==> src/rtl/bus_arbiter.sv <==
// bus_arbiter: two-host arbiter driving a shared peripheral bus; define BUS_ARB_FIXED_PRIO_EN for fixed A priority
module bus_arbiter #(
   parameter int AW       = 24,
   parameter int DW       = 32,
   parameter int RD_DELAY = 0
) (
   input  logic          i_clk,
   input  logic          i_rst_n,
   input  logic          a_req,
   input  logic          a_we,
   input  logic [AW-1:0] a_addr,
   input  logic [DW-1:0] a_wdata,
   output logic          a_ack,
   output logic [DW-1:0] a_rdata,
   input  logic          b_req,
   input  logic          b_we,
   input  logic [AW-1:0] b_addr,
   input  logic [DW-1:0] b_wdata,
   output logic          b_ack,
   output logic [DW-1:0] b_rdata,
   output logic          p_clk,
   output logic [AW-1:0] p_addr,
   output logic [DW-1:0] p_wdata,
   output logic          p_wstb,
   input  logic [DW-1:0] p_rdata,
   output logic          busy,
   output logic          gnt_b
);
   typedef enum logic [1:0] {IDLE, XFER, WAIT, ACK} state_t;
   localparam logic [3:0] RD_CNT = 4'(RD_DELAY);
   state_t        state_q, state_d;
   logic [3:0]    cnt_q, cnt_d;
   logic [AW-1:0] p_addr_q, p_addr_d;
   logic [DW-1:0] p_wdata_q, p_wdata_d;
   logic [DW-1:0] a_rdata_q, a_rdata_d;
   logic [DW-1:0] b_rdata_q, b_rdata_d;
   logic          p_wstb_q, p_wstb_d;
   logic          we_q, we_d;
   logic          gnt_b_q, gnt_b_d;
   logic          win_b;
   logic          rd_smp;

   if (RD_DELAY < 0 || RD_DELAY > 15) begin : g_bad_delay
      $error("bus_arbiter: RD_DELAY %0d outside 0..15", RD_DELAY);
   end

`ifdef BUS_ARB_FIXED_PRIO_EN
   assign win_b = b_req & ~a_req;
`else
   assign win_b = b_req & (~a_req | ~gnt_b_q);
`endif

   // read data is valid exactly in the last cycle before ACK
   assign rd_smp = ~we_q & (((state_q == XFER) && (RD_CNT == 4'd0)) ||
                            ((state_q == WAIT) && (cnt_q == 4'd1)));

   assign p_clk   = i_clk;
   assign p_addr  = p_addr_q;
   assign p_wdata = p_wdata_q;
   assign p_wstb  = p_wstb_q;
   assign a_rdata = a_rdata_q;
   assign b_rdata = b_rdata_q;
   assign gnt_b   = gnt_b_q;
   assign busy    = state_q != IDLE;
   assign a_ack   = (state_q == ACK) & ~gnt_b_q;
   assign b_ack   = (state_q == ACK) & gnt_b_q;

   // next-state, grant latching, delay counting and read capture
   always_comb begin
      state_d   = state_q;
      cnt_d     = cnt_q;
      p_addr_d  = p_addr_q;
      p_wdata_d = p_wdata_q;
      we_d      = we_q;
      gnt_b_d   = gnt_b_q;
      p_wstb_d  = 1'b0;
      a_rdata_d = a_rdata_q;
      b_rdata_d = b_rdata_q;
      case (state_q)
         IDLE: if (a_req | b_req) begin
            state_d   = XFER;
            gnt_b_d   = win_b;
            p_addr_d  = win_b ? b_addr : a_addr;
            p_wdata_d = win_b ? b_wdata : a_wdata;
            we_d      = win_b ? b_we : a_we;
            p_wstb_d  = win_b ? b_we : a_we;
         end
         XFER: begin
            cnt_d   = RD_CNT;
            state_d = (RD_CNT == 4'd0) ? ACK : WAIT;
         end
         WAIT: begin
            cnt_d   = cnt_q - 4'd1;
            state_d = (cnt_q == 4'd1) ? ACK : WAIT;
         end
         default: state_d = IDLE;
      endcase
      if (rd_smp & ~gnt_b_q) a_rdata_d = p_rdata;
      if (rd_smp & gnt_b_q) b_rdata_d = p_rdata;
   end

   // state and bus registers, cleared asynchronously
   always_ff @(posedge i_clk or negedge i_rst_n) begin
      if (!i_rst_n) begin
         state_q   <= IDLE;
         cnt_q     <= 4'd0;
         p_addr_q  <= '0;
         p_wdata_q <= '0;
         p_wstb_q  <= 1'b0;
         we_q      <= 1'b0;
         gnt_b_q   <= 1'b1;
         a_rdata_q <= '0;
         b_rdata_q <= '0;
      end else begin
         state_q   <= state_d;
         cnt_q     <= cnt_d;
         p_addr_q  <= p_addr_d;
         p_wdata_q <= p_wdata_d;
         p_wstb_q  <= p_wstb_d;
         we_q      <= we_d;
         gnt_b_q   <= gnt_b_d;
         a_rdata_q <= a_rdata_d;
         b_rdata_q <= b_rdata_d;
      end
   end
endmodule
==> config.mk <==
export PLATFORM = sky130hd
export DESIGN_NAME = bus_arbiter
export DESIGN_NICKNAME = d
export VERILOG_FILES = /design/src/rtl/bus_arbiter.sv
export SDC_FILE = /design/constraint.sdc
export NUM_CORES = 1
export LEC_CHECK = 0
export ABC_AREA = 1
export CORE_ASPECT_RATIO = 1.2
export CORE_MARGIN = 4
export CORE_UTILIZATION = 37
export CTS_CLUSTER_SIZE = 14
export DETAILED_ROUTE_END_ITERATION = 12
export GPL_ROUTABILITY_DRIVEN = 0
export PLACE_DENSITY = 0.77
export SYNTH_ARGS = -nofsm -noshare
export SYNTH_HDL_FRONTEND = slang
export SYNTH_SLANG_ARGS = --single-unit
==> constraint.sdc <==
create_clock -name i_clk -period 1.4 [get_ports i_clk]
set_input_delay 0.21 -clock i_clk [delete_from_list [all_inputs] [get_ports i_clk]]
set_output_delay 0.21 -clock i_clk [all_outputs]
set_load 0.03 [all_outputs]
==> results of run 1 <==
worst register-to-register path, delay by kind of cell, from the launching register on:
family                     cells  cell delay [ns]
buffers and inverters          6             0.67
and+or+nand+nor                6             0.46
DFF                            1             0.40
adders and majority gates      1             0.13
Yosys cell counts:
library cell    n  area share
o22ai_1         1      0.0011
inv_1          13      0.0084
nor2_4          1      0.0019
nand4_1        65       0.070
nor2_1         63       0.041
inv_2           1     0.00065
a31oi_1        57       0.062
nand3_1        60       0.052
a21oi_1         1     0.00086
o21ai_0         6      0.0052
clkbuf_1       11      0.0071
o21bai_1        1      0.0013
dfrtp_1       128        0.55
buf_6           1      0.0019
o21ai_1         1     0.00086
ha_1            6       0.013
nand2_1       195        0.13
buf_4          12       0.016
nor2_2          1      0.0011
nand2_2         2      0.0022
dfstp_2         1      0.0045
buf_2          35       0.030
cell usage in the layout, fill, tap and decap left out, drive strengths merged, types with 6 or more instances in the layout:
master / instances
inv: 15
clkdlybuf4s50: 147
dfrtp: 128
nand3: 60
o21ai: 7
clkbuf: 40
nor2: 65
nand2: 197
buf: 206
a31oi: 57
clkinv: 7
ha: 6
nand4: 65
layer usage:
metal | vias up | track usage | part of all wire
li1 | 2942 | - | -
met1 | 3144 | 0.276 | 0.36
met2 | 366 | 0.426 | 0.52
met3 | 85 | 0.0747 | 0.086
met4 | 0 | 0.117 | 0.042
met5 | - | 0 | 0
stage by stage:
step	worst slack, ns	power [mW]	area [um^2]	hold WS, ns
3_3_place_gp	-0.130	20.4	9020	0.186
4_1_cts	-0.310	26.3	9860	0.0344
2_1_floorplan	-0.00218	14.5	5830	-0.0856
3_5_place_dp	-0.185	20.7	9020	0.184
5_1_grt	-0.431	30.9	10800	0.0560
6_report	-0.374	29.6	10800	0.0519
registers in the layout, indices dropped and copies added (netlist names):
signal   flops
a_rdata     32
b_rdata     32
p_wdata     32
p_addr      24
cnt_q        4
state_q      2
gnt_b        1
p_wstb       1
we_q         1
logic make-up after synthesis:
logic type	count (synthesis)	share of synthesized area
adder cells (fa/ha/maj)	6	0.0130
flip-flops	129	0.558
AND/OR/NAND/NOR	387	0.295
AO/OA/AOI/OAI	67	0.0709
buffers and inverters	73	0.0640
worst max-delay path by stage:
stage	to	slack, ns	depth (start not counted)
after floorplan	a_rdata[10]	-0.002	10
after global placement	p_wdata[21]	-0.13	7
after detailed placement	p_wdata[21]	-0.19	7
after CTS	busy	-0.31	6
after global routing	b_rdata[11]	-0.43	13
final	b_rdata[11]	-0.37	13
power by group:
part | leakage, nW | internal, mW | switching, mW
Sequential | 1.52 | 5.65 | 1.55
Combinational | 3.05 | 7.02 | 10.1
Clock | 0.347 | 3.33 | 1.87
cell type report:
cell class / count / area share
multi-input combinational: 460 / 0.273
tap: 204 / 0.0236
inverter: 14 / 0.00555
sequential: 129 / 0.299
clock inverter: 12 / 0.0145
clock buffer: 24 / 0.0505
timing repair buffer: 370 / 0.334
what timing repair did:
item                                    4_1_cts  5_1_grt
hold buffers                                  1        0
gates resized for setup                     674      221
pin swaps                                    16       16
hold endpoints to repair                    103        0
buffers inserted                             20       13
endpoints found under the setup margin      244      130
gates cloned                                 11       11
==> run summary, run 1 <==
The initial core utilization is 0.382. After layout, the minimum clock period comes to ~1.8 ns. The reg-to-reg setup timing slack came out at -0.37 ns. The count of unique library cells instantiated by Yosys came out at 22. The boundary pin count is 276. Compared with the post-synthesis result, the final layout area differs by 86.9%. Based on the critical path, the design can be clocked at up to ~0.56 GHz. On the critical path, the stage with the largest delay is an instance of dfrtp_1. Entering global routing, the biggest net connects 58 pins. The arrival time at the worst endpoint came out at roughly 2.2 ns.

The capture instance of the worst register-to-register path is b_rdata[11]. The number of nets at the end of the flow is between 1000 and 1500. VDD sags by at most approximately 1200 uV.

The number of fillers in the final layout came out at ~1100. The clock tree from TritonCTS is yes. The largest incremental delay on the critical path is approximately 0.4 ns.

The total power per unit cell area is approximately 2700 mW/mm^2. Setup violations remaining at the end of the flow were counted as around 130. The floorplan has between 40 and 50 rows. The number of antenna violations at the first check in global routing came out at 0. The wire length of the first global-routing pass is 34100 um. In the final layout, the multi-input gates occupy between 0.002 and 0.003 mm^2. The register bit count reported by yosys came out at about 130. The count of buffers inserted at the top-level ports came out at roughly 280. The worst-case headroom to the max-slew limit is 0.675.

For this run, design rule violations remaining after detail routing come to 0. The cell leakage power came out at slightly below 5 nW. The count of endpoints failing hold in the final timing report was 0.

The post-route fraction of the period consumed by the critical path is 1.27. The sum of negative setup slack is -35.68 ns. The post-detailed-routing wire length is about 25000 um.

The worst reg2reg path depth is 13. The max-slew violation count is 0. The net count of the mapped netlist is ~820. Across every metal layer, demand over resource in global routing totals 0.247. The run finished, with violations left. The checks that failed: setup timing. For the pin with the worst max-slew slack, the measured transition is between 0.4 and 0.5 ns.

The clock latency on the worst-skew pair is 0.53 ns. The gate count after technology mapping came out at between 600 and 700. The detail-routed net length per standard cell is a little over 20 um. The die area is between 0.015 and 0.02 mm^2. Setup repair after global routing could not meet its margin everywhere. The number of buffer and inverter instances along the worst setup path is 6.

The number of placed instances with taps included came out at ~1100. The via count of the first global-routing pass is 6458. The non-filler instance count after layout came out at between 1000 and 1500. The number of iterations in the first detailed-routing pass is 5. The combined flip-flop and latch cell area is about 0.0032 mm^2. The detailed router placed 6537 vias in this run.

After clock tree synthesis, the clock-pin slew on the worst setup and hold paths is 0.06 ns. STA classifies the critical path endpoint as a register. The critical path goes through inv_2 -> buf_4 -> buf_6 -> ha_4 -> nand2_2 -> inv_2 -> nand2_4 -> nand2_8 -> nand3_4 -> buf_12 -> buf_16 -> nand2_4 -> nand2_1. The data required time of the critical path came out at 1.82 ns. Max-cap violations in this run came to 0.

The HPWL reported at the end of detailed placement came out at around 14000 um. The number of DRC markers in iteration 0 is approximately 460. The kind of cell with the highest combined delay on the critical path is buffers and inverters.

The final core utilization came out at 0.715. In this run the horizontal extent of the chip is ~120 um. The reg-to-reg startpoint is state_q[0]. The post-synthesis average cell area is approximately 9 um^2. The worst clock skew came out at 0.00893 ns. The startpoint of the most critical hold path is b_req. The total inserted antenna cells is 0.

In this run the worst hold path is classified as primary input to register. The synthesis warning total came out at 0. For hold timing, the worst endpoint is p_wdata[25]. Of all nets on the critical path, the largest fanout is 6. The final worst slack came out at -0.374 ns.

The setup path with the least slack is of type register to register. The worst hold path passes through 3 cells. STA classifies the critical path startpoint as a register. The overall overflow remaining after global route is 0.

Of the cells placed in the final design, the portion with a size suffix greater than 1 is 0.418. In the routed layout, each cell is associated on average with a via count of around 5.4. Tracing the worst setup path back leads to its startpoint at state_q[0]. From bottom edge to top edge, the die measures roughly 150 um. The area of the placeable core came out at roughly 0.015 mm^2.

The number of nets still failing antenna checks after routing came out at 0. The fraction of the yosys area taken by sequential cells came out at 0.558. The post-synthesis instance area is 0.00579 mm^2.
No activity file was read; power rests on OpenSTA's default activity.
==> run 2, diff against run 1 <==
Settings changed: ABC_CLOCK_PERIOD_IN_PS set to 1400, CAP_MARGIN set to 20, MAX_ROUTING_LAYER set to met4.
==> run summary, run 2 (synthesized netlist as in run 1, its figures left out) <==
STA puts the critical path data arrival time at 2.17 ns. The number of nets at the end of the flow came out at around 1200. Total power for the finished layout comes to roughly 29 mW. Of the total power, the share spent switching nets is 0.457.

The standard-cell row count came out at 49. The cell leakage power is just under 5 nW. The internal portion of the total power is about 16 mW. The floorplan step defined a die boundary enclosing 0.0177 mm^2. The total of endpoints with negative setup slack in the final report came out at roughly 130.

Among cell families on the critical path, the largest total delay comes from buffers and inverters. The maximum number of pins on one net before global-route repair came out at 58. The max-slew violation count is 0. The data required time of the critical path is approximately 1.8 ns. Clock-pin slew was measured on the worst setup and hold paths at roughly 0.060 ns. The worst-case headroom to the max-slew limit is 0.677. Of the total power, combinational logic draws 0.582.

The count of endpoints failing hold in the final timing report came out at 0. The initial core utilization is 0.382. The area of the placeable core is 0.0151 mm^2. The number of nets still failing antenna checks after routing is 0.

The worst clock skew is about 0.011 ns. The setup path with the least slack is of type register to register. For this block, the routed nets add up to roughly 25000 um of wire.

The slowest stage of the critical path is the dfrtp_1 cell. The largest incremental delay on the critical path is ~0.40 ns. The checks that failed: setup timing. The run finished, with violations left. The library cells used most frequently in the layout, excluding fill and tap cells, are 147 x clkdlybuf4s50_1, 127 x dfrtp_1, 112 x nand2_1, 97 x buf_2, 65 x nand4_1.

The number of DRC markers in iteration 0 came out at between 400 and 500. The relative contribution of sequential cells to total power is 0.243. The number of DRC violations after detailed routing is 0.

IR analysis of the VDD net gives a maximum drop of around 1200 uV. The total routing usage reported by global routing came out at 0.255. The overall overflow remaining after global route came out at 0. Setup repair after global routing could not meet its margin everywhere.

The number of buffer and inverter instances along the worst setup path is 5. The final worst slack came out at -0.365 ns. The via count of the first global-routing pass is about 6500.

Buffers placed on the I/O ports in this run total between 200 and 300. The fraction of final layout cells with drive strength greater than 1 came out at 0.413. The tightest min-delay check is of the primary input to register type.

The slew at the pin closest to its max-slew limit is about 0.48 ns. The final core utilization is 0.714. The clock tree from TritonCTS is yes. The switching power is between 10 and 15 mW. The shortest period the worst path allows is 1.76 ns.

The detail-routed net length per standard cell came out at just over 20 um. The number of placed instances with taps included is around 1100. The width of the die is 122 um. The total power per unit cell area came out at roughly 2700 mW/mm^2.

The share of total power dissipated in the clock network is 0.175. Of the available clock period, the critical path in the final layout requires 1.26. The wire-length estimate of the detail-placed layout is ~14000 um.

The top fanout value on the critical path is 8. The number of antenna violations at the first check in global routing is 0. After the flow finishes, the layout carries non-filler instances totaling ~1200.

The total number of vias is around 6600. The number of iterations in the first detailed-routing pass is 5. Static timing analysis puts the maximum clock frequency at between 0.5 and 0.6 GHz. The wire length of the first global-routing pass came out at around 34000 um.

The filler cells instantiated in the layout total roughly 1100. The signal on the critical path passes through inv_2 -> buf_4 -> buf_6 -> ha_4 -> nand2_2 -> inv_2 -> nand2_4 -> nand2_8 -> nand3_4 -> clkbuf_16 -> nand2_4 -> nand2_1. The total inserted antenna cells is 0.

The worst setup path is captured at a register. The via-per-instance ratio came out at 5.46. The area growth from synthesis to final layout came out at 86.7%.

The startpoint type of the worst setup path is a register. The boundary pin count is approximately 280. The library cell used most frequently in the layout, excluding fill and tap cells, is clkdlybuf4s50_1. The clock latency on the worst-skew pair is between 0.5 and 0.6 ns. The height of the chip is 145 um. The number of maximum-capacitance violations came out at 0.
-- run 2: cell count changes in the layout (fill, tap and decap cells not counted), sizes merged --
cell,delta
buf,-2
clkbuf,+2
-- run 2: repair_timing --
action	in CTS	in global routing
setup buffers	20	14
gates cloned	11	10
resized for setup	674	228
hold buffers	1	0
pin swaps	16	17
setup endpoints to repair	244	130
endpoints found under the hold margin	103	0
-- run 2: power by group through the flow --
stage | registers (mW) | clock network (mW) | logic [mW]
2_1_floorplan | 10.1 | 0.107 | 4.31
3_3_place_gp | 6.69 | 0.119 | 13.6
3_5_place_dp | 6.76 | 0.119 | 13.8
4_1_cts | 6.70 | 5.22 | 14.4
5_1_grt | 7.38 | 5.45 | 18.0
6_report | 7.17 | 5.17 | 17.1
-- run 2: worst register-to-register path: stages (launching register included) --
cell,delay [ns]
dfrtp_1,0.40
inv_2,0.08
buf_4,0.11
buf_6,0.09
ha_4,0.13
nand2_2,0.05
inv_2,0.07
nand2_4,0.07
nand2_8,0.10
nand3_4,0.17
clkbuf_16,0.26
nand2_4,0.07
nand2_1,0.06
-- run 2: path summary, 6_finish.rpt --
kind	end	from	slack (ns)	cells after the start
max	a_rdata[19]	state_q[0]	-0.36	12
min	p_wdata[25]	b_req	0.06	3
max reg2reg	a_rdata[19]	state_q[0]	-0.36	12
min reg2reg	a_rdata[1]	a_rdata[1]	0.48	2
max in group asynchronous	p_addr[4]	i_rst_n	0.64	3
min in group asynchronous	b_rdata[8]	i_rst_n	0.20	2
-- run 2: routing by layer --
layer  global-route usage  part of all wire  vias to the layer above  wire [um]
met1                0.285              0.35                     3163       8570
met5                    -                 0                        -          0
met4                0.105             0.041                        0       1010
li1                     -                 -                     2949          -
met2                0.425              0.52                      418      12800
met3               0.0732             0.087                       91       2150
-- run 2: per-stage QoR --
step	cell area, um^2	hold WS, ns	TNS [ns]	setup slack (ns)
final	10800	0.0644	-36.50	-0.365
after global placement	9020	0.186	-5.96	-0.130
after global routing	10800	0.0526	-46.98	-0.461
after detailed placement	9020	0.184	-9.39	-0.185
after floorplan	5830	-0.0856	-0.131	-0.00218
after CTS	9860	0.0344	-27.38	-0.310
-- run 2: area by class of cell --
cell class	instances	area, um^2	area share
well taps	204	255	0.0236
repair buffers	370	3630	0.336
inverters	14	60.1	0.00556
clock inverters	12	156	0.0145
flip-flops and latches	129	3230	0.299
clock buffers	24	547	0.0506
multi-input cells	460	2930	0.271
